**config.mk**
```make
export PLATFORM = sky130hd
export DESIGN_NAME = i2c_txn_scheduler
export DESIGN_NICKNAME = d
export VERILOG_FILES = /design/src/rtl/i2c_txn_scheduler.sv
export SDC_FILE = /design/constraint.sdc
export NUM_CORES = 1
export LEC_CHECK = 0
export BUFFER_PORTS_ARGS = -buffer_cell sky130_fd_sc_hd__buf_2
export CORE_ASPECT_RATIO = 0.6
export CORE_MARGIN = 2
export CORE_UTILIZATION = 42
export CTS_BUF_LIST = sky130_fd_sc_hd__clkbuf_8 sky130_fd_sc_hd__clkbuf_16
export DETAILED_ROUTE_END_ITERATION = 10
export PLACE_DENSITY = 0.84
export SYNTH_ARGS = -nofsm -noshare
export SYNTH_HDL_FRONTEND = slang
export SYNTH_SLANG_ARGS = --single-unit
```
**constraint.sdc**
```tcl
create_clock -name clk -period 2.56 [get_ports clk]
set_input_delay 0.384 -clock clk [delete_from_list [all_inputs] [get_ports clk]]
set_output_delay 0.384 -clock clk [all_outputs]
set_load 0.05 [all_outputs]
```
**src/rtl/i2c_txn_scheduler.sv**
```systemverilog
// i2c_txn_scheduler: round-robin arbiter that shares one I2C master engine
// between two requesters and routes each transaction to bus 1 or bus 2.
// Optional build macro: I2C_SCHED_TIMEOUT_EN (WAIT_DONE watchdog with m_abort).
module i2c_txn_scheduler #(
  parameter int unsigned BUS_FREE_CYCLES = 64,
  parameter logic [15:0] TIMEOUT_CYCLES  = 16'd65535
) (
  input  logic       clk,
  input  logic       reset,
  input  logic       req0_valid,
  output logic       req0_ready,
  input  logic [6:0] req0_addr,
  input  logic       req0_rw,
  input  logic [7:0] req0_wdata,
  input  logic       req0_bus,
  output logic       resp0_valid,
  input  logic       req1_valid,
  output logic       req1_ready,
  input  logic [6:0] req1_addr,
  input  logic       req1_rw,
  input  logic [7:0] req1_wdata,
  input  logic       req1_bus,
  output logic       resp1_valid,
  output logic [7:0] resp_rdata,
  output logic       resp_nack,
  output logic       resp_timeout,
  output logic       m_start,
  output logic       m_abort,
  output logic [6:0] m_addr,
  output logic       m_rw,
  output logic [7:0] m_wdata,
  output logic       m_bus_sel,
  input  logic       m_done,
  input  logic [7:0] m_rdata,
  input  logic       m_nack,
  output logic       busy,
  output logic       grant_id
);

  typedef enum logic [2:0] {
    IDLE,
    ISSUE,
    WAIT_DONE,
    RESPOND,
    GAP
  } state_t;

  localparam int unsigned GAP_W = (BUS_FREE_CYCLES > 2) ? $clog2(BUS_FREE_CYCLES) : 1;
  localparam logic [GAP_W-1:0] GAP_LAST =
    (BUS_FREE_CYCLES == 0) ? '0 : GAP_W'(BUS_FREE_CYCLES - 1);

  state_t           state;
  logic             last_grant;
  logic [GAP_W-1:0] gap_cnt;
  logic             any_valid;
  logic             winner;
  logic             tmo_hit;

  // On a tie the requester that was not served last wins.
  assign any_valid = req0_valid | req1_valid;
  assign winner    = (req0_valid & req1_valid) ? ~last_grant : req1_valid;
  assign busy      = (state != IDLE);

`ifdef I2C_SCHED_TIMEOUT_EN
  logic [15:0] tcnt;
  logic        abort_q;
  logic        tmo_q;

  // A done on the terminal-count cycle wins over the abort.
  assign tmo_hit      = (state == WAIT_DONE) && !m_done && (tcnt == TIMEOUT_CYCLES - 16'd1);
  assign m_abort      = abort_q;
  assign resp_timeout = tmo_q;

  // Watchdog counter over WAIT_DONE plus the abort pulse and sticky timeout flag.
  always_ff @(posedge clk) begin
    if (!reset) begin
      tcnt    <= '0;
      abort_q <= 1'b0;
      tmo_q   <= 1'b0;
    end else begin
      abort_q <= tmo_hit;
      if (state == ISSUE)
        tcnt <= '0;
      else if (state == WAIT_DONE)
        tcnt <= tcnt + 16'd1;
      if (tmo_hit)
        tmo_q <= 1'b1;
      else if ((state == WAIT_DONE) && m_done)
        tmo_q <= 1'b0;
    end
  end
`else
  // The timeout limit only matters in the watchdog build; it stays referenced here.
  assign tmo_hit      = 1'b0 & (TIMEOUT_CYCLES == 16'd0);
  assign m_abort      = 1'b0;
  assign resp_timeout = 1'b0;
`endif

  // Transaction sequencer with registered handshake pulses and descriptor latch.
  always_ff @(posedge clk) begin
    if (!reset) begin
      state       <= IDLE;
      last_grant  <= 1'b1;
      gap_cnt     <= '0;
      grant_id    <= 1'b0;
      req0_ready  <= 1'b0;
      req1_ready  <= 1'b0;
      resp0_valid <= 1'b0;
      resp1_valid <= 1'b0;
      resp_rdata  <= '0;
      resp_nack   <= 1'b0;
      m_start     <= 1'b0;
      m_addr      <= '0;
      m_rw        <= 1'b0;
      m_wdata     <= '0;
      m_bus_sel   <= 1'b0;
    end else begin
      req0_ready  <= 1'b0;
      req1_ready  <= 1'b0;
      resp0_valid <= 1'b0;
      resp1_valid <= 1'b0;
      m_start     <= 1'b0;
      case (state)
        IDLE: begin
          if (any_valid) begin
            grant_id <= winner;
            if (winner) begin
              req1_ready <= 1'b1;
              m_addr     <= req1_addr;
              m_rw       <= req1_rw;
              m_wdata    <= req1_wdata;
              m_bus_sel  <= req1_bus;
            end else begin
              req0_ready <= 1'b1;
              m_addr     <= req0_addr;
              m_rw       <= req0_rw;
              m_wdata    <= req0_wdata;
              m_bus_sel  <= req0_bus;
            end
            state <= ISSUE;
          end
        end
        ISSUE: begin
          m_start <= 1'b1;
          state   <= WAIT_DONE;
        end
        WAIT_DONE: begin
          // The response pulse is raised on the way into RESPOND so it lands
          // one cycle after m_done.
          if (m_done) begin
            resp_rdata  <= m_rdata;
            resp_nack   <= m_nack;
            resp0_valid <= ~grant_id;
            resp1_valid <= grant_id;
            state       <= RESPOND;
          end else if (tmo_hit) begin
            resp_rdata  <= '0;
            resp_nack   <= 1'b1;
            resp0_valid <= ~grant_id;
            resp1_valid <= grant_id;
            state       <= RESPOND;
          end
        end
        RESPOND: begin
          last_grant <= grant_id;
          gap_cnt    <= '0;
          state      <= (BUS_FREE_CYCLES > 0) ? GAP : IDLE;
        end
        GAP: begin
          if (gap_cnt == GAP_LAST)
            state <= IDLE;
          else
            gap_cnt <= gap_cnt + GAP_W'(1);
        end
        default: state <= IDLE;
      endcase
    end
  end

endmodule

```
---- Word-level counts from Yosys, hierarchy flattened ----
Index checks and enable logic that the tools add are counted.
storage, ports and cells
  word-level logic and storage cells ...... 52
  memory bits (read-only) ................. 0
  memories kept ........................... 0
  input port bits ......................... 48
  flip-flop bits (word level) ............. 42
  bits in latches ......................... 0
  RAM bits ................................ 0
cells by class
  reductions and logical operators ........ 9
  $mul .................................... 0
  add/subtract/negate cells ............... 1
  shift-type cells ........................ 0
  $lt $le $gt $ge ......................... 0
  equality and inequality tests ........... 9
  mux-type cells .......................... 14
  bitwise logic cells ..................... 4
  divide/modulo/power cells ............... 0
operators by type and width
  cell                                                  number
  one-hot mux 3 bit (5 select lines)                    1
  one-hot mux 6 bit (2 select lines)                    1
  2-to-1 mux 3 bit                                      3
  AND reduction 3 bit                                   3
  2-to-1 mux 8 bit                                      1
  != test 2 bit (second input constant)                 4
  2-to-1 mux 7 bit                                      1
  adder 6 x 1 -> 6 bit (second input constant)          1
  equality test 3 x 2 -> 1 bit (second input constant)  2
  equality test 6 bit (second input constant)           1
  2-to-1 mux 1 bit                                      6
  2-to-1 mux 6 bit                                      1
  AND reduction 2 bit                                   3
  equality test 3 x 1 -> 1 bit (second input constant)  1
  equality test 3 bit (second input constant)           1
  zero test 3 bit                                       1
  nonzero test 3 bit                                    1
  NOT 1 bit                                             2
  nonzero test 2 bit                                    1
  AND 1 bit                                             1
  bitwise OR 1 bit                                      1

---- Depth between registers and ports, before layout ----
  word-level depth ........................ 3
  mapped depth ............................ 6
  mapped depth without buffers ............ 4

---- Least setup slack after synthesis ----
Ideal clock, no wire load.
  path kind ............................... flip-flop to flip-flop
  start point ............................. register state[1]
  end point ............................... register m_addr[6]
  setup slack ............................. 0.842 ns
  buffers on the path ..................... 2
  stages on the path, launching flop included .. 7
  arrival time ............................ 1.585 ns
  data required time ...................... 2.427 ns
  setup time .............................. 0.133 ns
  period minus slack after synthesis ...... 1.718 ns
  path through ............................ dfxtp_1 -> buf_2 -> nor3_1 -> inv_1 -> nor2_1 -> buf_2 -> a311oi_1
between the ends
  longest elaborated chain between the ends .. 2
RTL lines
  item                                  line  RTL
  start: declaration                    52    state_t state;
  start signal: assignment              167   state <= (BUS_FREE_CYCLES > 0) ? GAP : IDLE;
  zero test 3 bit                       123   case (state)
  AND reduction 2 bit (no source line)  n/a
  end signal: assignment                129   m_addr <= req1_addr;
  end signal: assignment                135   m_addr <= req0_addr;
  end: declaration                      29    output logic [6:0] m_addr,
Every way passes these cells.
A chain may end at the register's enable or synchronous reset.

---- Final worst setup path ----
  start point ............................. register state[1]
  end point ............................... output busy
between the ends
  longest elaborated chain between the ends .. 1
RTL lines
  item                line  RTL
  nonzero test 3 bit  62    assign busy = (state != IDLE);
  end: declaration    36    output logic busy,
Every way passes these cells.

==> out/results.ini <==
[cts]
worstSkewPairLatency_ps=290
cts_setup_buffers=0
htreeDepth=2
root_buffer=clkbuf_8
cts_tree=built
cts_max_path_buffers=2
cts-resized-gates=0
clock_sinks=42
clkTransAtPathRegs_ps=80
hold_buffers=0
cts_made_buffers=5

[yosys]
synthSimpleGateAreaFrac_pct=22.3
ys.flop_type=dfxtp_1
synthCells=216
synth.area.mux_share_pct=2.22
synth_cell_types=38
synth-xor-area-share_pct=0.971
synth-seq-cells=42
synthTopCellsByArea=dfxtp_1 (47%), nand2_1 (11%), a311oi_1 (8.7%)
yosysMostFrequentCell=nand2_1
yosys-top-cells-count=nand2_1 (55), dfxtp_1 (42), a21oi_1 (27)
synth_fa_ha_area_share_pct=0.693
synth_top_family_by_area=simple AND/OR/NAND/NOR gates
postSynthAreaPerCell_um2=8.35
synth_edf_count=0
syn_area_mm2=0.00180
synth_top_area_share_pct=46.6
synth_compound_area_share_pct=20.9
yosysSeqAreaShare_pct=46.6
yosysWarnings=0
synth_area_leader_cell=dfxtp_1
async_flop_share_pct=0

[power_and_ir_drop]
p_int_w=0.00130
p_comb_share_pct=28.9
power.ir.vdd_worst_mv=0.451
seq_power_share_pct=38.9
power.leakage_nw=1.05
power_density_mw_per_mm2=841
p_clk_share_pct=32.3
p_switching_w=0.000685
swShare_pct=34.5

[setup_path]
max_stage_delay_ps=520
cp-start-kind=flip-flop
crit_required_ps=2180
criticalPathCategory=reg2out
crit_chain=nor3_2, buf_4, inv_1, buf_2
cp.arrival_ps=1500
critPathSlowestCell=dfxtp_1
end_kind=output port
path_max_fanout=20

[final_layout]
stdcell_count=349
drive_above_1_share_pct=33.2
nets=337
num_antenna_cells=0
fillers=393
area_growth_pct=30.8

[floorplanning]
start_util_pct=43.8
rows=18
core_region_area_mm2=0.00412
die-height_um=54.8
num_io_pins=83
die_x_um=88.6
die_area_mm2=0.00485

[detailed_routing]
num_vias=1808
drc=0
antenna_left=0
wl_um=4480
via_per_inst=5.18
wl_per_cell_um=12.8
dr.first_iter.drc_count=86
drtPass1Iterations=4

[sta]
finalHoldViolations=0
slew_headroom_pct=41.5
fin_crit_ps=1880
finalSetupViolCount=0
finalCritPeriodShare_pct=73.5
rsz0062_at_grt=no
setup_tns_ps=0
drv_slew=0
fmax_mhz=532
tightest_slew_ps=872
skew_ps=5.02

[grt]
antenna_found_initial=0
top_usage_layer=met2
grt_util_met2_pct=29.7
grt_pass1_vias=1441
grt_overflow=0
use_met1_pct=24.1
grtUsageTotal_pct=19.0
grt_max_degree=34
use_met3_pct=6.18
grt_pass1_wl_um=6760

[job]
maxCapViolCount=0

[placed_design]
portBuffers=80
routabilityCongestion=0.851
post-place-cells=341
place_hpwl_um=3120

[hold_path]
holdCritPathClass=in2reg

[run_status]
outcome=complete, no violations

==> critical path: cells and delay by family (launching register included) <==
family                 cells  cell delay, ps
buffers and inverters      3             600
flip-flops                 1             520
AND/OR/NAND/NOR            1              80
==> placed cells by master, fill, tap and decap left out, drive strengths merged <==
cell / count
buf: 83
nand2: 55
dfxtp: 42
a21oi: 27
a311oi: 18
nand3: 9
clkbuf: 6
nor2: 4
mux2i: 4
inv: 3
nor3: 3
and3: 2
o21ai: 2
nand2b: 2
or4: 2
o2111ai: 2
o211ai: 2
xnor2: 2
conb: 2
bufinv: 2
a21bo: 1
or2: 1
and4bb: 1
nand4bb: 1
clkinv: 1
nor4b: 1
a21boi: 1
nand3b: 1
or3b: 1
a31oi: 1
o21a: 1
nor3b: 1
nor4: 1
o31ai: 1
nand4: 1
or3: 1
ha: 1
==> power groups by stage <==
| stage | clock [W] | sequential [W] | combinational [W] |
|---|---|---|---|
| 2_1_floorplan | 0 | 0.000988 | 0.000229 |
| 4_1_cts | 0.000653 | 0.000771 | 0.000575 |
| 3_3_place_gp | 0 | 0.000785 | 0.000568 |
| 3_5_place_dp | 0 | 0.000785 | 0.000575 |
| 6_report | 0.000640 | 0.000771 | 0.000573 |
| 5_1_grt | 0.000674 | 0.000782 | 0.000613 |
==> sequential cells by signal, summed over array words and instances (netlist names) <==
signal	flops
state	3
last_grant	1
resp_nack	1
m_bus_sel	1
m_start	1
grant_id	1
resp0_valid	1
resp1_valid	1
m_wdata	8
m_rw	1
req0_ready	1
gap_cnt	6
resp_rdata	8
m_addr	7
req1_ready	1
==> metrics by stage <==
stage | setup WS [ps] | utilization, % | hold WS [ps] | area [um2] | total power, W
2_1_floorplan | 842 | - | 477 | 1810 | 0.00122
3_3_place_gp | 889 | 53.8 | 439 | 2220 | 0.00135
3_5_place_dp | 769 | 53.8 | 446 | 2220 | 0.00136
4_1_cts | 682 | 57.3 | 315 | 2360 | 0.00200
5_1_grt | 600 | 57.3 | 323 | 2360 | 0.00207
6_report | 679 | 57.3 | 322 | 2360 | 0.00198
==> layout make-up <==
cell class	instances	area, um2	share of cell area [%]
Clock inverter	2	60.1	2.55
Sequential cell	42	841	35.6
Clock buffer	6	82.6	3.50
Timing Repair Buffer	83	423	17.9
Inverter	4	15.0	0.636
Multi-Input combinational cell	152	863	36.6
Tap cell	60	75.1	3.18
==> kinds of logic after synthesis <==
logic type	count (synthesis)
compound gates	56
xor+xnor	2
fa+ha+maj	1
buf+inv	23
flops	42
mux	4
other cells	1
simple gates	87
==> final timing paths <==
check                             start                         end  slack [ps]  depth (start not counted)
max               state[1]$_SDFFE_PN0P_                        busy         680                          4
min                          m_rdata[6]  resp_rdata[6]$_SDFFE_PN0P_         320                          3
max reg2reg       state[2]$_SDFFE_PN0P_     gap_cnt[1]$_SDFFE_PN0P_         720                          3
min reg2reg  resp_rdata[5]$_SDFFE_PN0P_  resp_rdata[5]$_SDFFE_PN0P_         460                          2
==> layer usage <==
metal	wire length [um]	part of all wire [%]
met3	373	8.3
met1	2110	47
met4	83	1.9
met5	0	0
met2	1910	43
Power figures use the tool's default switching activity.
